`src/rtl/decode_pkg.sv`:
```
// Shared opcode constants, instruction-format enum and parameter legality
// helpers for the RV32I decode / register-file stage.
package decode_pkg;

    localparam logic [6:0] OP_R      = 7'b0110011;
    localparam logic [6:0] OP_IMM    = 7'b0010011;
    localparam logic [6:0] OP_LOAD   = 7'b0000011;
    localparam logic [6:0] OP_JALR   = 7'b1100111;
    localparam logic [6:0] OP_STORE  = 7'b0100011;
    localparam logic [6:0] OP_BRANCH = 7'b1100011;
    localparam logic [6:0] OP_LUI    = 7'b0110111;
    localparam logic [6:0] OP_AUIPC  = 7'b0010111;
    localparam logic [6:0] OP_JAL    = 7'b1101111;

    typedef enum logic [2:0] {
        FMT_R    = 3'd0,
        FMT_I    = 3'd1,
        FMT_S    = 3'd2,
        FMT_B    = 3'd3,
        FMT_U    = 3'd4,
        FMT_J    = 3'd5,
        FMT_NONE = 3'd7
    } fmt_e;

    function automatic bit xlen_legal(input int xlen);
        return (xlen == 32) || (xlen == 64);
    endfunction

    function automatic bit nreg_legal(input int nreg);
        return (nreg == 32) || (nreg == 16);
    endfunction

endpackage

```
`src/rtl/decode_regfile_imm_gen.sv`:
```
// Combinational format classifier and immediate generator: maps a raw
// instruction word to its base format and XLEN-wide sign-extended immediate.
module imm_gen
    import decode_pkg::*;
#(
    parameter int XLEN = 32
) (
    input  logic [31:0]      instr,
    output fmt_e             fmt_o,
    output logic [XLEN-1:0]  imme_o
);

    logic [31:0] imm32;

    always_comb begin
        // NOTE: every output of this block gets a default first, so no path leaves it unassigned and no latch is inferred.
        fmt_o = FMT_NONE;
        imm32 = '0;
        case (instr[6:0])
            OP_R: fmt_o = FMT_R;
            OP_IMM, OP_LOAD, OP_JALR: begin
                fmt_o = FMT_I;
                imm32 = {{20{instr[31]}}, instr[31:20]};
            end
            OP_STORE: begin
                fmt_o = FMT_S;
                imm32 = {{20{instr[31]}}, instr[31:25], instr[11:7]};
            end
            OP_BRANCH: begin
                fmt_o = FMT_B;
                imm32 = {{19{instr[31]}}, instr[31], instr[7], instr[30:25], instr[11:8], 1'b0};
            end
            OP_LUI, OP_AUIPC: begin
                fmt_o = FMT_U;
                imm32 = {instr[31:12], 12'b0};
            end
            OP_JAL: begin
                fmt_o = FMT_J;
                imm32 = {{11{instr[31]}}, instr[31], instr[19:12], instr[20], instr[30:21], 1'b0};
            end
            default: ;
        endcase
    end

    // A signed size cast replicates bit 31 up to XLEN.
    assign imme_o = XLEN'($signed(imm32));

endmodule

```
`src/rtl/decode_regfile.sv`:
```
// RV32I decode + register-file stage with a registered valid/ready output slot.
// Optional DECODE_BYPASS_EN forwards same-cycle write-back into reads and held operands.
module decode_regfile
    import decode_pkg::*;
#(
    parameter int XLEN = 32,
    parameter int NREG = 32
) (
    input  logic            clk,
    input  logic            rst_n,
    input  logic            in_valid,
    output logic            in_ready,
    input  logic [31:0]     instr_i,
    input  logic            wr_en,
    input  logic [4:0]      wr_addr,
    input  logic [XLEN-1:0] wr_data,
    output logic            out_valid,
    input  logic            out_ready,
    output logic [XLEN-1:0] imme_o,
    output logic [XLEN-1:0] rdata1,
    output logic [XLEN-1:0] rdata2,
    output logic [4:0]      rs1_o,
    output logic [4:0]      rs2_o,
    output logic [4:0]      rd_o,
    output logic [2:0]      fmt_o,
    output logic            illegal_o
);

    localparam int AW = $clog2(NREG);

    if (!xlen_legal(XLEN)) begin : g_bad_xlen
        $error("decode_regfile: XLEN must be 32 or 64");
    end
    if (!nreg_legal(NREG)) begin : g_bad_nreg
        $error("decode_regfile: NREG must be 32 or 16");
    end

    logic [XLEN-1:0] regs [NREG];
    fmt_e            dec_fmt;
    logic [XLEN-1:0] dec_imm;
    logic [4:0]      dec_rs1, dec_rs2, dec_rd;
    logic            dec_illegal;
    logic [XLEN-1:0] op1, op2;
    logic            wr_ok, accept;

    function automatic logic idx_ok(input logic [4:0] idx);
        return 32'(idx) < 32'(NREG);
    endfunction

    imm_gen #(.XLEN(XLEN)) u_imm_gen (
        .instr  (instr_i),
        .fmt_o  (dec_fmt),
        .imme_o (dec_imm)
    );

    // Only fields the format actually uses are reported; the rest read as x0.
    always_comb begin
        dec_rs1 = '0;
        dec_rs2 = '0;
        dec_rd  = '0;
        case (dec_fmt)
            FMT_R:        begin dec_rs1 = instr_i[19:15]; dec_rs2 = instr_i[24:20]; dec_rd = instr_i[11:7]; end
            FMT_I:        begin dec_rs1 = instr_i[19:15]; dec_rd = instr_i[11:7]; end
            FMT_S, FMT_B: begin dec_rs1 = instr_i[19:15]; dec_rs2 = instr_i[24:20]; end
            FMT_U, FMT_J: dec_rd = instr_i[11:7];
            default: ;
        endcase
        dec_illegal = (dec_fmt == FMT_NONE) || !idx_ok(dec_rs1) || !idx_ok(dec_rs2) || !idx_ok(dec_rd);
    end

    assign wr_ok    = wr_en && (wr_addr != 5'd0) && idx_ok(wr_addr);
    assign in_ready = !out_valid || out_ready;
    assign accept   = in_valid && in_ready;

    function automatic logic [XLEN-1:0] read_port(input logic [4:0] idx);
        if (idx == 5'd0 || !idx_ok(idx)) return '0;
`ifdef DECODE_BYPASS_EN
        if (wr_ok && wr_addr == idx) return wr_data;
`endif
        return regs[idx[AW-1:0]];
    endfunction

    always_comb begin
        op1 = read_port(dec_rs1);
        op2 = read_port(dec_rs2);
    end

    always_ff @(posedge clk or negedge rst_n) begin
        if (!rst_n) begin
            // NOTE: the array is cleared in reset because architectural state must read 0 after reset, not X.
            for (int i = 0; i < NREG; i++) regs[i] <= '0;
        end else if (wr_ok) begin
            regs[wr_addr[AW-1:0]] <= wr_data;
        end
    end

    always_ff @(posedge clk or negedge rst_n) begin
        if (!rst_n) begin
            // NOTE: state uses non-blocking assignments so every flop samples pre-edge values regardless of block order.
            out_valid <= 1'b0;
            imme_o    <= '0;
            rdata1    <= '0;
            rdata2    <= '0;
            rs1_o     <= '0;
            rs2_o     <= '0;
            rd_o      <= '0;
            fmt_o     <= FMT_NONE;
            illegal_o <= 1'b0;
        end else if (accept) begin
            out_valid <= 1'b1;
            imme_o    <= dec_imm;
            rdata1    <= op1;
            rdata2    <= op2;
            rs1_o     <= dec_rs1;
            rs2_o     <= dec_rs2;
            rd_o      <= dec_rd;
            fmt_o     <= dec_fmt;
            illegal_o <= dec_illegal;
        end else if (out_ready) begin
            out_valid <= 1'b0;
        end
`ifdef DECODE_BYPASS_EN
        // Stalled slot: keep held operands coherent with write-back.
        else if (out_valid && wr_ok) begin
            if (rs1_o == wr_addr) rdata1 <= wr_data;
            if (rs2_o == wr_addr) rdata2 <= wr_data;
        end
`endif
    end

endmodule

```
`config.mk`:
```
export PLATFORM = sky130hd
export DESIGN_NAME = decode_regfile
export DESIGN_NICKNAME = d
export VERILOG_FILES = /design/src/rtl/decode_pkg.sv /design/src/rtl/decode_regfile_imm_gen.sv /design/src/rtl/decode_regfile.sv
export SDC_FILE = /design/constraint.sdc
export NUM_CORES = 2
export LEC_CHECK = 0
export BUFFER_PORTS_ARGS = -buffer_cell sky130_fd_sc_hd__buf_2
export CAP_MARGIN = 20
export CORE_UTILIZATION = 25
export DETAILED_ROUTE_END_ITERATION = 8
export PLACE_DENSITY = 0.42
export SLEW_MARGIN = 20
export SYNTH_ARGS = -nofsm -noshare
export SYNTH_HDL_FRONTEND = slang
export SYNTH_SLANG_ARGS = --single-unit
```
`constraint.sdc`:
```
create_clock -name clk -period 1.88 [get_ports clk]
set_input_delay 0.094 -clock clk [delete_from_list [all_inputs] [get_ports clk]]
set_output_delay 0.094 -clock clk [all_outputs]
set_load 0.05 [all_outputs]
```
**Yosys cells after proc, flatten, opt, wreduce, memory -nomap -nowiden**

Cells that the tools add are included.

- Register bits after elaboration: 1140
- Bits of input ports: 74
- Output and inout bits: 117
- Logic and storage cells: 100

- Magnitude comparators: 4
- Equal/unequal tests: 15
- Mux-type cells: 22
- Bitwise gates (word level): 3
- Reductions and logical operators: 15

Operators with widths:

| operator | number |
|---|---|
| 1024-bit bitwise mux | 1 |
| 32-bit binary-select mux with 5-bit select | 2 |
| 32-bit 2-to-1 mux | 9 |
| 32-bit demux with 5-bit select | 1 |
| 32-bit one-hot mux with 5 select lines | 1 |
| 7-bit by 6-bit == test with 1-bit output (second input constant) | 3 |
| 7-bit == test (second input constant) | 3 |
| 6-bit greater-or-equal comparator (second input constant) | 3 |
| 5-bit inverter with 6-bit output | 3 |
| 3-bit one-hot mux with 6 select lines | 1 |
| 5-bit 2-to-1 mux | 3 |
| 7-bit by 5-bit == test with 1-bit output (second input constant) | 2 |
| 5-bit zero test | 2 |
| 3-bit == test (second input constant) | 3 |
| 4-bit OR reduction | 2 |
| 7-bit by 2-bit == test with 1-bit output (second input constant) | 1 |
| 3-bit by 2-bit == test with 1-bit output (second input constant) | 2 |
| 6-bit by 1-bit less-than comparator with 1-bit output (second input constant) | 1 |
| 3-bit OR reduction | 2 |
| 5-bit nonzero test | 1 |
| 1-bit 2-to-1 mux | 4 |
| 3-bit by 1-bit == test with 1-bit output (second input constant) | 1 |
| 1-bit logical AND | 3 |
| 3-bit zero test | 1 |
| 4 further kinds | 4 |

**Longest topological paths before layout**

- Word-level depth: 11
- Mapped depth: 11
- Depth with buffers taken out: 6

**Hierarchy**

Synthesis repeated with hierarchy kept, for this count alone.

- Cells, all modules: 5450
- Area total of the unflattened synthesis: 59894.9 µm²

By module, submodules not included:

| module | instances | cells each | area an instance (µm²) | sequential area each (µm²) |
|---|---|---|---|---|
| decode_regfile | 1 | 5365 | 59261.8 | 28531.1 |
| imm_gen | 1 | 85 | 633.1 | 0.0 |

**Worst setup path after synthesis**

No wires, ideal clock.

- Kind: register -> register
- From: reg out_valid
- To: reg rdata2[21]
- Library setup time: 126 ps
- Arrival time: 2400 ps
- Required time: 1754 ps
- Slack: -646 ps
- Cell stages (with the launch flop): 9
- Path buffers: 2
- Clock period less this slack: 2526 ps
- Path through: dfrtp_1 > nand2b_1 > and2_1 > clkbuf_1 > nand3_1 > clkbuf_1 > a31oi_1 > and3_1 > a221o_1

- Longest elaborated chain between the ends: 3

RTL lines:

| element | line | text |
|---|---|---|
| start: declaration | decode_regfile.sv:17 | `output logic out_valid,` |
| start signal: assignment | decode_regfile.sv:100 | `out_valid <= 1'b0;` |
| start signal: assignment | decode_regfile.sv:110 | `out_valid <= 1'b1;` |
| start signal: assignment | decode_regfile.sv:120 | `out_valid <= 1'b0;` |
| 1-bit zero test | decode_regfile.sv:72 | `assign in_ready = !out_valid \|\| out_ready;` |
| 1-bit logical OR | decode_regfile.sv:72 |  |
| net in_ready | decode_regfile.sv:12 | `output logic in_ready,` |
| 1-bit logical AND | decode_regfile.sv:73 | `assign accept = in_valid && in_ready;` |
| end signal: assignment | decode_regfile.sv:113 | `rdata2 <= op2;` |
| end: declaration | decode_regfile.sv:21 | `output logic [XLEN-1:0] rdata2,` |

The timed path passes the listed nets, and every way through them passes these cells.
A chain may end at the register's enable or synchronous reset.

**Worst setup path after layout**

- From: reg out_valid
- To: reg rdata1[31]

- Longest elaborated chain between the ends: 3

RTL lines:

| element | line | text |
|---|---|---|
| 1-bit zero test | decode_regfile.sv:72 |  |
| 1-bit logical OR | decode_regfile.sv:72 |  |
| 1-bit logical AND | decode_regfile.sv:73 |  |
| end signal: assignment | decode_regfile.sv:112 | `rdata1 <= op1;` |
| end: declaration | decode_regfile.sv:20 | `output logic [XLEN-1:0] rdata1,` |

No other way between the ends.

==> out/results.tsv <==
metric	value	unit
synth-seq-cells	1140	
setup_ws	-0.1188	ns
drtIter0Drc	5476	
syn_nets	5478	
violations	negative setup slack	
min_to	illegal_o$_DFFE_PN0P_	
num_rows	180	
crit_required	2.58	ns
first_pass_iters	5	
final_common_cell	dfrtp_1	
vias	51740	
rsz0062_at_grt	yes	
worstMarginPinSlew	0.7392	ns
path_clk_slew	0.06	ns
critPathKind	register to register	
drv_slew	0	
yosysWarnings	0	
route.detailed.drc	0	
critPathArrivalTime	2.70	ns
clk_latency	0.81	ns
grt_pass1_wl	417.5	mm
io_pins	191	
hold_path_class	input pin to register	
antenna_found_initial	18	
routabilityCongestion	0.8847	
synth_edf_count	0	
grt-ovfl-total	0	
cp-end-kind	register	
fin_crit	1.999	ns
r2r_setup_slack	-0.12	ns
die_h	493.4	um
final_cell_mix	1129 x dfrtp_1, 1037 x mux2_2, 575 x nand2_1	
dp_hpwl	203.5	mm
vias_per_cell	5.570	
critPathLaunchType	register	
detail-route-antenna-nets	0	
slew-limit-headroom	50.61	%
clock_path_buffers	3	
die_x	493.4	um
port_buffers	190	
core_area	240300	um2
wl_per_cell	32.06	um
worstPathCellList	nand2b_4 -> and2_4 -> o2111ai_4 -> buf_12 -> buf_4 -> a221oi_4 -> o311ai_2 -> o311ai_1	
max_stage_delay	0.42	ns
setup_violations	33	
syn_avg_cell_area	11.17	um2
track_usage	23.99	%
synth_top_flop_cell	dfrtp_1	
grt_max_degree	98	
syn_inst	5404	
ys_async_sr_fraction	100.0	%
clock-root-buffer	clkbuf_16	
final_layout_size_suffix_gt1_share	40.10	%
fin_total_pwr	0.07218	W
cts.sinks	1140	
ys_seq_area_share	47.26	%
period_share	106.3	%
ys_types	83	
cts_tree	built	
initial_core_util	25.12	%
dieArea	243500	um2
p_leak	33.76	nW
cap_viol_max_count	0	
r2r_cells	8	
hold_start	instr_i[6]	
placed_cells	8955	
power.density	917.0	nW/um2
whs	0.06512	ns
routed_wl	297.8	mm
syn_to_final_growth	30.37	%
finClkSkew	0.03642	ns
htree_levels	4	
crit_fanout	7	
max_freq	500.3	MHz
ir_drop	707.9	uV
regToRegEndpoint	rdata1[31]$_DFFE_PN0P_	
grt_pass1_vias	51850	
hold_violations	0	
rr_startpoint	out_valid$_DFFE_PN0P_	
final_nets	6071	
syn_area	60380	um2
critPathSlowestCell	dfrtp_2	
status	finished, violations left	
finalNonFillerCells	9288	
numCtsBuffers	135	
min_path_cells	6	
registers in the layout (all words and copies together), names as in the netlist:
name / flops
regs: 1024
imme_o: 32
rdata1: 32
rdata2: 32
rd_o: 5
rs1_o: 5
rs2_o: 5
fmt_o: 3
illegal_o: 1
out_valid: 1
power by group:
group	switching, W	internal [W]
Clock	0.0117	0.0159
Sequential	0.00367	0.0288
Combinational	0.00575	0.00638
Total	0.0212	0.0510
cell usage after synthesis, types with 68 or more instances:
cell	number	area share [%]
dfrtp_1	1137	47
mux2_2	1038	19
nand2_1	593	3.7
clkbuf_1	373	2.3
mux2i_1	368	6.1
a221oi_1	226	3.3
a211oi_1	175	2.2
a21oi_1	160	1.3
o21ai_0	137	1.1
buf_2	132	1.1
nand3_1	96	0.80
o22ai_1	78	0.81
a31oi_1	76	0.79
a22oi_1	74	0.92
buf_1	74	0.46
nor2_1	68	0.42
how the worst max path moves through the flow:
stage	slack (ns)	startpoint	to	cells past startpoint
2_1_floorplan	-0.04	out_valid$_DFFE_PN0P_	rdata2[29]$_DFFE_PN0P_	6
3_3_place_gp	-0.98	instr_i[2]	rdata1[14]$_DFFE_PN0P_	9
3_5_place_dp	-0.90	instr_i[2]	rdata1[14]$_DFFE_PN0P_	9
4_1_cts	-0.11	out_valid$_DFFE_PN0P_	rdata1[31]$_DFFE_PN0P_	9
5_1_grt	-0.16	out_valid$_DFFE_PN0P_	rdata2[26]$_DFFE_PN0P_	8
6_report	-0.12	out_valid$_DFFE_PN0P_	rdata1[31]$_DFFE_PN0P_	8
worst max-delay path: cells and delay by family, from the launching register on:
kind	cells	cell delay, ns
AO/OA/AOI/OAI	4	0.81
AND/OR/NAND/NOR	2	0.27
buffers and inverters	2	0.40
flip-flops	1	0.42
layout make-up:
class | instances | area [um2]
flip-flops and latches | 1140 | 28540
clock inverters | 49 | 640.6
clock buffers | 189 | 3913
well taps | 3185 | 3985
inverters | 13 | 48.80
repair buffers | 1063 | 10950
fillers | 24150 | 161600
diodes | 5 | 12.51
multi-input cells | 3644 | 30620
metal layers:
metal,track usage (%),part of all wire [%],vias to the layer above
met1,33.22,45,27220
met2,37.01,44,2346
met4,9.306,4.3,12
li1,-,-,21600
met3,4.174,6.8,554
met5,0,0.031,-
cells by family (layout without fill, tap and decap cells):
| logic type | count (synthesis) | after routing | synth area share (%) |
|---|---|---|---|
| buffers and inverters | 620 | 1314 | 4.360 |
| muxes | 1419 | 1419 | 25.78 |
| and+or+nand+nor | 932 | 932 | 6.913 |
| other | 0 | 5 | 0 |
| AOI/OAI and AO/OA | 1293 | 1293 | 15.69 |
| DFF | 1140 | 1140 | 47.26 |
metrics by stage:
| step | TNS (ns) | worst slack, ns | utilization [%] | instance area (um2) |
|---|---|---|---|---|
| 2_1_floorplan | -0.3254 | -0.03910 | - | 60520 |
| 3_3_place_gp | -37.63 | -0.9837 | 30.02 | 72150 |
| 3_5_place_dp | -39.03 | -0.9017 | 30.02 | 72150 |
| 4_1_cts | -0.6551 | -0.1117 | 32.49 | 78080 |
| 5_1_grt | -2.991 | -0.1555 | 32.75 | 78700 |
| 6_report | -1.152 | -0.1188 | 32.76 | 78710 |
repair_timing:
item / in CTS / in global routing
pin swaps: 30 / 34
hold buffers: 77 / 0
gates cloned: 1 / 0
endpoints found under the hold margin: 2126 / 0
buffers inserted: 15 / 4
resized for setup: 88 / 109
endpoints found under the setup margin: 70 / 78
No activity file was read; power rests on OpenSTA's default activity.
